### config.mk
export PLATFORM = sky130hd
export DESIGN_NAME = bnn_layer_engine
export DESIGN_NICKNAME = d
export VERILOG_FILES = /design/src/rtl/bnn_pkg.sv /design/src/rtl/bnn_xnor_popcount.sv /design/src/rtl/bnn_layer_engine.sv
export SDC_FILE = /design/constraint.sdc
export NUM_CORES = 1
export LEC_CHECK = 0
export ABC_CLOCK_PERIOD_IN_PS = 23900
export CORE_ASPECT_RATIO = 1.5
export CORE_UTILIZATION = 35
export DETAILED_ROUTE_END_ITERATION = 16
export PLACE_DENSITY = 0.59
export SLEW_MARGIN = 20
export SYNTH_ARGS = -nofsm -noshare
export SYNTH_HDL_FRONTEND = slang
export SYNTH_HIERARCHICAL = 1
export SYNTH_SLANG_ARGS = --single-unit
### constraint.sdc
create_clock -name clk -period 23.9 [get_ports clk]
set_clock_uncertainty 0.2 [all_clocks]
set_input_delay 7.17 -clock clk [delete_from_list [all_inputs] [get_ports clk]]
set_output_delay 7.17 -clock clk [all_outputs]
set_load 0.02 [all_outputs]
### src/rtl/bnn_pkg.sv
// Shared definitions for the binary fully-connected layer engine:
// controller state encoding and a constant-foldable ceil(log2) helper.
package bnn_pkg;

    typedef enum logic [2:0] {
        ST_IDLE,
        ST_REST,
        ST_FETCH,
        ST_DRAIN,
        ST_ACT,
        ST_WRITE,
        ST_DONE
    } state_t;

    function automatic int clog2(input int value);
        int r;
        r = 0;
        for (int v = value - 1; v > 0; v = v >> 1) begin
            r = r + 1;
        end
        return r;
    endfunction

endpackage

### src/rtl/bnn_xnor_popcount.sv
// Combinational PAR-lane XNOR followed by a population count; counts the
// lanes where activation and weight bits agree.
module bnn_xnor_popcount
    import bnn_pkg::*;
#(
    parameter int PAR   = 8,
    parameter int CNT_W = clog2(PAR + 1)
) (
    input  logic [PAR-1:0]   x_i,
    input  logic [PAR-1:0]   w_i,
    output logic [CNT_W-1:0] cnt_o
);

    logic [PAR-1:0] agree;

    always_comb begin
        agree = ~(x_i ^ w_i);
        cnt_o = '0;
        for (int i = 0; i < PAR; i++) begin
            cnt_o = cnt_o + CNT_W'(agree[i]);
        end
    end

endmodule

### src/rtl/bnn_layer_engine.sv
// One fully-connected binary layer: streams input/weight words, accumulates
// XNOR-popcounts per neuron, sign-activates and writes packed output words.
module bnn_layer_engine
    import bnn_pkg::*;
#(
    parameter int PAR         = 8,
    parameter int W_ADDR_LEN  = 20,
    parameter int X_ADDR_LEN  = 10,
    parameter int N_OUT_LEN   = 11,
    parameter int ACC_W       = 16,
    parameter int REST_CYCLES = 10
) (
    input  logic                  clk,
    input  logic                  rst,
    input  logic                  start,
    input  logic [X_ADDR_LEN-1:0] cfg_n_in_words,
    input  logic [N_OUT_LEN-1:0]  cfg_n_out,
    input  logic [X_ADDR_LEN-1:0] cfg_x_base,
    input  logic [X_ADDR_LEN-1:0] cfg_y_base,
    input  logic [W_ADDR_LEN-1:0] cfg_w_base,
    output logic                  busy,
    output logic                  done,
    output logic [W_ADDR_LEN-1:0] w_addr,
    output logic                  w_re,
    input  logic [PAR-1:0]        w_rdata,
    output logic [X_ADDR_LEN-1:0] x_addr,
    output logic                  x_re,
    input  logic [PAR-1:0]        x_rdata,
    output logic [X_ADDR_LEN-1:0] y_addr,
    output logic                  y_we,
    output logic [PAR-1:0]        y_wdata
);

    localparam int CNT_W  = clog2(PAR + 1);
    localparam int LANE_W = (clog2(PAR) > 0) ? clog2(PAR) : 1;
    localparam int THR_W  = ACC_W + 1;

    state_t                state_q;
    logic [X_ADDR_LEN-1:0] n_in_q, x_base_q, y_base_q, k_q;
    logic [N_OUT_LEN-1:0]  n_out_q, j_q, word_q;
    logic [W_ADDR_LEN-1:0] wptr_q;
    logic [LANE_W-1:0]     lane_q;
    logic [PAR-1:0]        pack_q;
    logic [ACC_W-1:0]      acc_q;
    logic [15:0]           rest_q;
    logic                  rd_vld_q;

    logic                  busy_q, done_q, w_re_q, x_re_q, y_we_q;
    logic [W_ADDR_LEN-1:0] w_addr_q;
    logic [X_ADDR_LEN-1:0] x_addr_q, y_addr_q;
    logic [PAR-1:0]        y_wdata_q;

    logic [CNT_W-1:0]      pop;
    logic [ACC_W-1:0]      acc_d;
    logic [THR_W-1:0]      thr;
    logic                  act_bit;
    logic [PAR-1:0]        pack_d;

    bnn_xnor_popcount #(
        .PAR   (PAR),
        .CNT_W (CNT_W)
    ) u_popcount (
        .x_i   (x_rdata),
        .w_i   (w_rdata),
        .cnt_o (pop)
    );

    // Doubling the sum instead of halving the threshold keeps odd-width ties exact.
    assign acc_d   = acc_q + ACC_W'(pop);
    assign thr     = THR_W'(n_in_q) * THR_W'(PAR);
    assign act_bit = ({acc_q, 1'b0} >= thr);

    always_comb begin
        pack_d         = pack_q;
        pack_d[lane_q] = act_bit;
    end

    always_ff @(posedge clk or posedge rst) begin
        if (rst) begin
            state_q   <= ST_IDLE;
            n_in_q    <= '0;
            n_out_q   <= '0;
            x_base_q  <= '0;
            y_base_q  <= '0;
            wptr_q    <= '0;
            k_q       <= '0;
            j_q       <= '0;
            word_q    <= '0;
            lane_q    <= '0;
            pack_q    <= '0;
            acc_q     <= '0;
            rest_q    <= '0;
            rd_vld_q  <= 1'b0;
            busy_q    <= 1'b0;
            done_q    <= 1'b0;
            w_re_q    <= 1'b0;
            x_re_q    <= 1'b0;
            y_we_q    <= 1'b0;
            w_addr_q  <= '0;
            x_addr_q  <= '0;
            y_addr_q  <= '0;
            y_wdata_q <= '0;
        end else begin
            // Read data lands one cycle after its enable.
            rd_vld_q <= x_re_q;
            if (rd_vld_q) begin
                acc_q <= acc_d;
            end

            case (state_q)
                ST_IDLE: begin
                    if (start) begin
                        n_in_q   <= cfg_n_in_words;
                        n_out_q  <= cfg_n_out;
                        x_base_q <= cfg_x_base;
                        y_base_q <= cfg_y_base;
                        wptr_q   <= cfg_w_base;
                        j_q      <= '0;
                        word_q   <= '0;
                        lane_q   <= '0;
                        pack_q   <= '0;
                        rest_q   <= '0;
                        busy_q   <= 1'b1;
                        if (cfg_n_in_words == '0 || cfg_n_out == '0) begin
                            state_q <= ST_DONE;
                            done_q  <= 1'b1;
                        end else if (REST_CYCLES == 0) begin
                            state_q  <= ST_FETCH;
                            k_q      <= '0;
                            x_re_q   <= 1'b1;
                            w_re_q   <= 1'b1;
                            x_addr_q <= cfg_x_base;
                            w_addr_q <= cfg_w_base;
                        end else begin
                            state_q <= ST_REST;
                        end
                    end
                end

                ST_REST: begin
                    if (rest_q == 16'(REST_CYCLES - 1)) begin
                        state_q  <= ST_FETCH;
                        k_q      <= '0;
                        x_re_q   <= 1'b1;
                        w_re_q   <= 1'b1;
                        x_addr_q <= x_base_q;
                        w_addr_q <= wptr_q;
                    end else begin
                        rest_q <= rest_q + 16'd1;
                    end
                end

                ST_FETCH: begin
                    if (k_q == '0) begin
                        acc_q <= '0;
                    end
                    if (k_q == n_in_q - X_ADDR_LEN'(1)) begin
                        state_q <= ST_DRAIN;
                        x_re_q  <= 1'b0;
                        w_re_q  <= 1'b0;
                        wptr_q  <= w_addr_q + W_ADDR_LEN'(1);
                    end else begin
                        k_q      <= k_q + X_ADDR_LEN'(1);
                        x_addr_q <= x_addr_q + X_ADDR_LEN'(1);
                        w_addr_q <= w_addr_q + W_ADDR_LEN'(1);
                    end
                end

                ST_DRAIN: begin
                    state_q <= ST_ACT;
                end

                ST_ACT: begin
                    if (lane_q == LANE_W'(PAR - 1) || j_q == n_out_q - N_OUT_LEN'(1)) begin
                        state_q   <= ST_WRITE;
                        y_we_q    <= 1'b1;
                        y_addr_q  <= y_base_q + X_ADDR_LEN'(word_q);
                        y_wdata_q <= pack_d;
                        pack_q    <= '0;
                    end else begin
                        pack_q   <= pack_d;
                        j_q      <= j_q + N_OUT_LEN'(1);
                        lane_q   <= lane_q + LANE_W'(1);
                        state_q  <= ST_FETCH;
                        k_q      <= '0;
                        x_re_q   <= 1'b1;
                        w_re_q   <= 1'b1;
                        x_addr_q <= x_base_q;
                        w_addr_q <= wptr_q;
                    end
                end

                ST_WRITE: begin
                    y_we_q <= 1'b0;
                    word_q <= word_q + N_OUT_LEN'(1);
                    lane_q <= '0;
                    if (j_q == n_out_q - N_OUT_LEN'(1)) begin
                        state_q <= ST_DONE;
                        done_q  <= 1'b1;
                    end else begin
                        j_q      <= j_q + N_OUT_LEN'(1);
                        state_q  <= ST_FETCH;
                        k_q      <= '0;
                        x_re_q   <= 1'b1;
                        w_re_q   <= 1'b1;
                        x_addr_q <= x_base_q;
                        w_addr_q <= wptr_q;
                    end
                end

                ST_DONE: begin
                    done_q  <= 1'b0;
                    busy_q  <= 1'b0;
                    state_q <= ST_IDLE;
                end

                default: begin
                    state_q <= ST_IDLE;
                end
            endcase
        end
    end

    assign busy    = busy_q;
    assign done    = done_q;
    assign w_addr  = w_addr_q;
    assign w_re    = w_re_q;
    assign x_addr  = x_addr_q;
    assign x_re    = x_re_q;
    assign y_addr  = y_addr_q;
    assign y_we    = y_we_q;
    assign y_wdata = y_wdata_q;

endmodule

==> flow_summary_export.csv <==
group,metric,value,unit
floorplanning,die_h,220,um
place,globalplace.congestion,0.763,
drt,drt-wirelength-per-cell,15.5,um
worst_setup_path,path_cells,"clkdlybuf4s50_1 -> xor2_1 -> fa_1 -> fa_1 -> inv_1 -> fa_1 -> ha_1 -> inv_1 -> fa_1 -> inv_1 -> fa_1 -> a21o_1 -> a21oi_1 -> nor2b_1 -> and2_1 -> nand3_1 -> xor2_1 -> nor2_1",
place,placed_cells,1734,
synthesis,synthDominantCellAreaShare,0.432,
synthesis,synth_cell_type_count,74,
synthesis,synth_most_common_cell,"nand2_1",
synthesis,synth-edff-count,0,
worst_setup_path,start_kind,"primary input",
synthesis,synth.area.top_cells,"dfrtp_1 (43%), nand2_1 (7.2%), o21ai_0 (5.2%)",
worst_setup_path,r2r_slack,19.69,ns
clocking,clkLatencyLatePin,0.45,ns
power,ir_drop,0.0478,mV
timing,relSlewSlack,0.304,
timing,finalHoldViolCount,0,
status,status,"completed",
timing,fin_crit,11.48,ns
drt,drtPass1Iterations,7,
worst_setup_path,worst-setup-path-type,"in2reg",
cells_and_area,final_cells,1767,
floorplanning,die-area,0.0323,mm2
worst_setup_path,arrival,11.60,ns
clocking,ctsLongestPathBuffers,2,
worst_setup_path,crit_required,24.02,ns
drt,vias,9256,
worst_setup_path,crit_slowest_cell,"fa_1",
timing,setup_viol_count_final,0,
drt,antenna_left,0,
clocking,postCtsSetupRepairBufs,0,
floorplanning,start_util,0.356,
clocking,cts-root-buf,"clkbuf_16",
worst_setup_path,slowest_delay,0.56,ns
grt,grt-ovfl-total,0,
timing,hold_slack,0.269,ns
synthesis,syn_avg_cell_area,8.85,um2
clocking,post_cts_resized,0,
cells_and_area,layout.nets,1473,
cells_and_area,drive_gt1_frac,0.0617,
timing,rsz0062_at_grt,"false",
cells_and_area,multi_input_area,0.00586,mm2
synthesis,async_flop_share,1.00,
clocking,clk_pin_slew,0.08,ns
timing,period_share,0.480,
synthesis,synthCells,1250,
cells_and_area,antenna_cells,0,
clocking,cts_tree,"yes",
place,io_buffers,132,
timing,worst_pin_slew,1.03,ns
grt,grt_pass1_vias,9146,
worst_setup_path,r2r_cells,12,
floorplanning,fp.coreArea,0.0310,mm2
power,p_leak,5.84,nW
cells_and_area,fill_cells,3102,
synthesis,yosysSeqAreaShare,0.432,
synthesis,synth_common_cells,"nand2_1 (212), dfrtp_1 (191), o21ai_0 (114)",
timing,final_max_slew_viol_count,0,
min_path,holdCritPathClass,"reg2reg",
clocking,cts_inserted_buffers,17,
synthesis,synth_top_area_cell,"dfrtp_1",
drt,routed_wl,27300,um
synthesis,syn-cell-area,0.0111,mm2
drt,drc,0,
worst_setup_path,setup.worst_path.end,"acc_q[14]",
worst_setup_path,crit_path_max_fanout,5,
worst_setup_path,worstSetupStartpoint,"x_rdata[1]",
clocking,hold_buffers,0,
floorplanning,fp.dieW,147,um
clocking,ctsHtreeMaxLevel,4,
grt,grt_start_max_net_pins,114,
grt,antenna_found_initial,0,
worst_setup_path,worst_setup_path_end_kind,"flip-flop",
power,cellPowerDensity,114,mW/mm2
timing,setup_tns,0,ns
floorplanning,rows,79,
grt,track_usage,0.177,
run,drv_cap,0,
drt,vias_per_cell,5.24,
timing,max_freq,87.1,MHz
synthesis,syn_nets,1374,
grt,grt_pass1_wl,46000,um
synthesis,synth_flop_cell,"dfrtp_1",
clocking,cts.sinks,191,
worst_setup_path,regToRegStartpoint,"n_out_q[0]",
drt,drt_iter0_drc,412,
cells_and_area,area_delta_synth_final,20.5,%
synthesis,yosys_warnings,6,
worst_setup_path,crit_top_cell,"fa_1",
floorplanning,num_io_pins,133,
synthesis,ys_ff_latch,191,
cells_and_area,regArea,0.00478,mm2
place,hpwl,18700,um
worst_setup_path,regToRegEndpoint,"w_addr[16]",
[report_power, final]
part           switching, mW  leakage (nW)  total (mW)  internal [mW]
registers              0.121          2.44       0.545          0.424
logic                  0.371          3.11       0.678          0.307
clock network          0.134         0.294       0.294          0.160
total                  0.626          5.84        1.52          0.892
[worst min-delay path by stage]
stage | slack (ns) | cells after the start | to | from
finish | 0.27 | 0 | rd_vld_q | x_re
global route | 0.29 | 0 | rd_vld_q | x_re
CTS | 0.27 | 0 | rd_vld_q | x_re
detailed placement | 0.25 | 0 | rd_vld_q | x_re
global placement | 0.25 | 0 | rd_vld_q | x_re
floorplan | 0.24 | 2 | x_base_q[2] | x_base_q[2]
[critical path, delay by kind of cell]
family | cells | cell delay (ns)
buf+inv | 4 | 0.66
compound gates | 2 | 0.33
simple gates | 4 | 0.46
fa+ha+maj | 6 | 2.63
xor+xnor | 2 | 0.36
[registers in the layout, summed over array words and instances, names as in the netlist, 3 cells and up]
name	cells
w_addr	20
wptr_q	20
acc_q	16
rest_q	16
j_q	11
n_out_q	11
k_q	10
n_in_q	10
word_q	10
x_addr	10
x_base_q	10
y_addr	10
y_base_q	10
pack_q	8
y_wdata	8
lane_q	3
state_q	3
[routing by layer]
metal / up-vias / part of all wire / global-route usage
li1: 4568 / - / -
met1: 4522 / 0.43 / 0.212
met2: 141 / 0.53 / 0.321
met3: 25 / 0.026 / 0.0286
met4: 0 / 0.017 / 0.0567
met5: - / 0 / 0
[through the flow]
stage                     setup slack, ns  utilization  cell area [um2]  total power, mW
after global placement              12.02        0.410            12700             1.21
after CTS                           12.41        0.429            13300             1.53
final                               12.42        0.429            13300             1.52
after floorplan                     11.33            -            11100             1.02
after detailed placement            11.91        0.410            12700             1.23
after global routing                12.12        0.429            13300             1.65
[layout by cell type (no fill, tap or decap), types with 40 or more instances in the layout]
master,n
nand2_1,211
dfrtp_1,191
clkdlybuf4s50_1,132
o21ai_0,114
nor2_1,94
nand3_1,57
a21oi_1,56
xnor2_1,43
inv_1,41
xor2_1,40
[layout make-up]
cell class                 count  area share
clock buffer                  19      0.0340
clock inverter                13      0.0102
inverter                      42      0.0124
multi-input combinational    953       0.440
sequential                   191       0.359
tap                          405      0.0380
timing repair buffer         144       0.107
[logic make-up (layout without fill, tap and decap cells)]
group	Yosys count	in the layout	synth area share
compound gates	294	294	0.167
xor+xnor	83	83	0.0657
fa+ha+maj	44	44	0.0539
buf+inv	106	218	0.0394
flops	191	191	0.432
mux	31	31	0.0304
simple gates	501	501	0.211
Power figures use the tool's default switching activity.
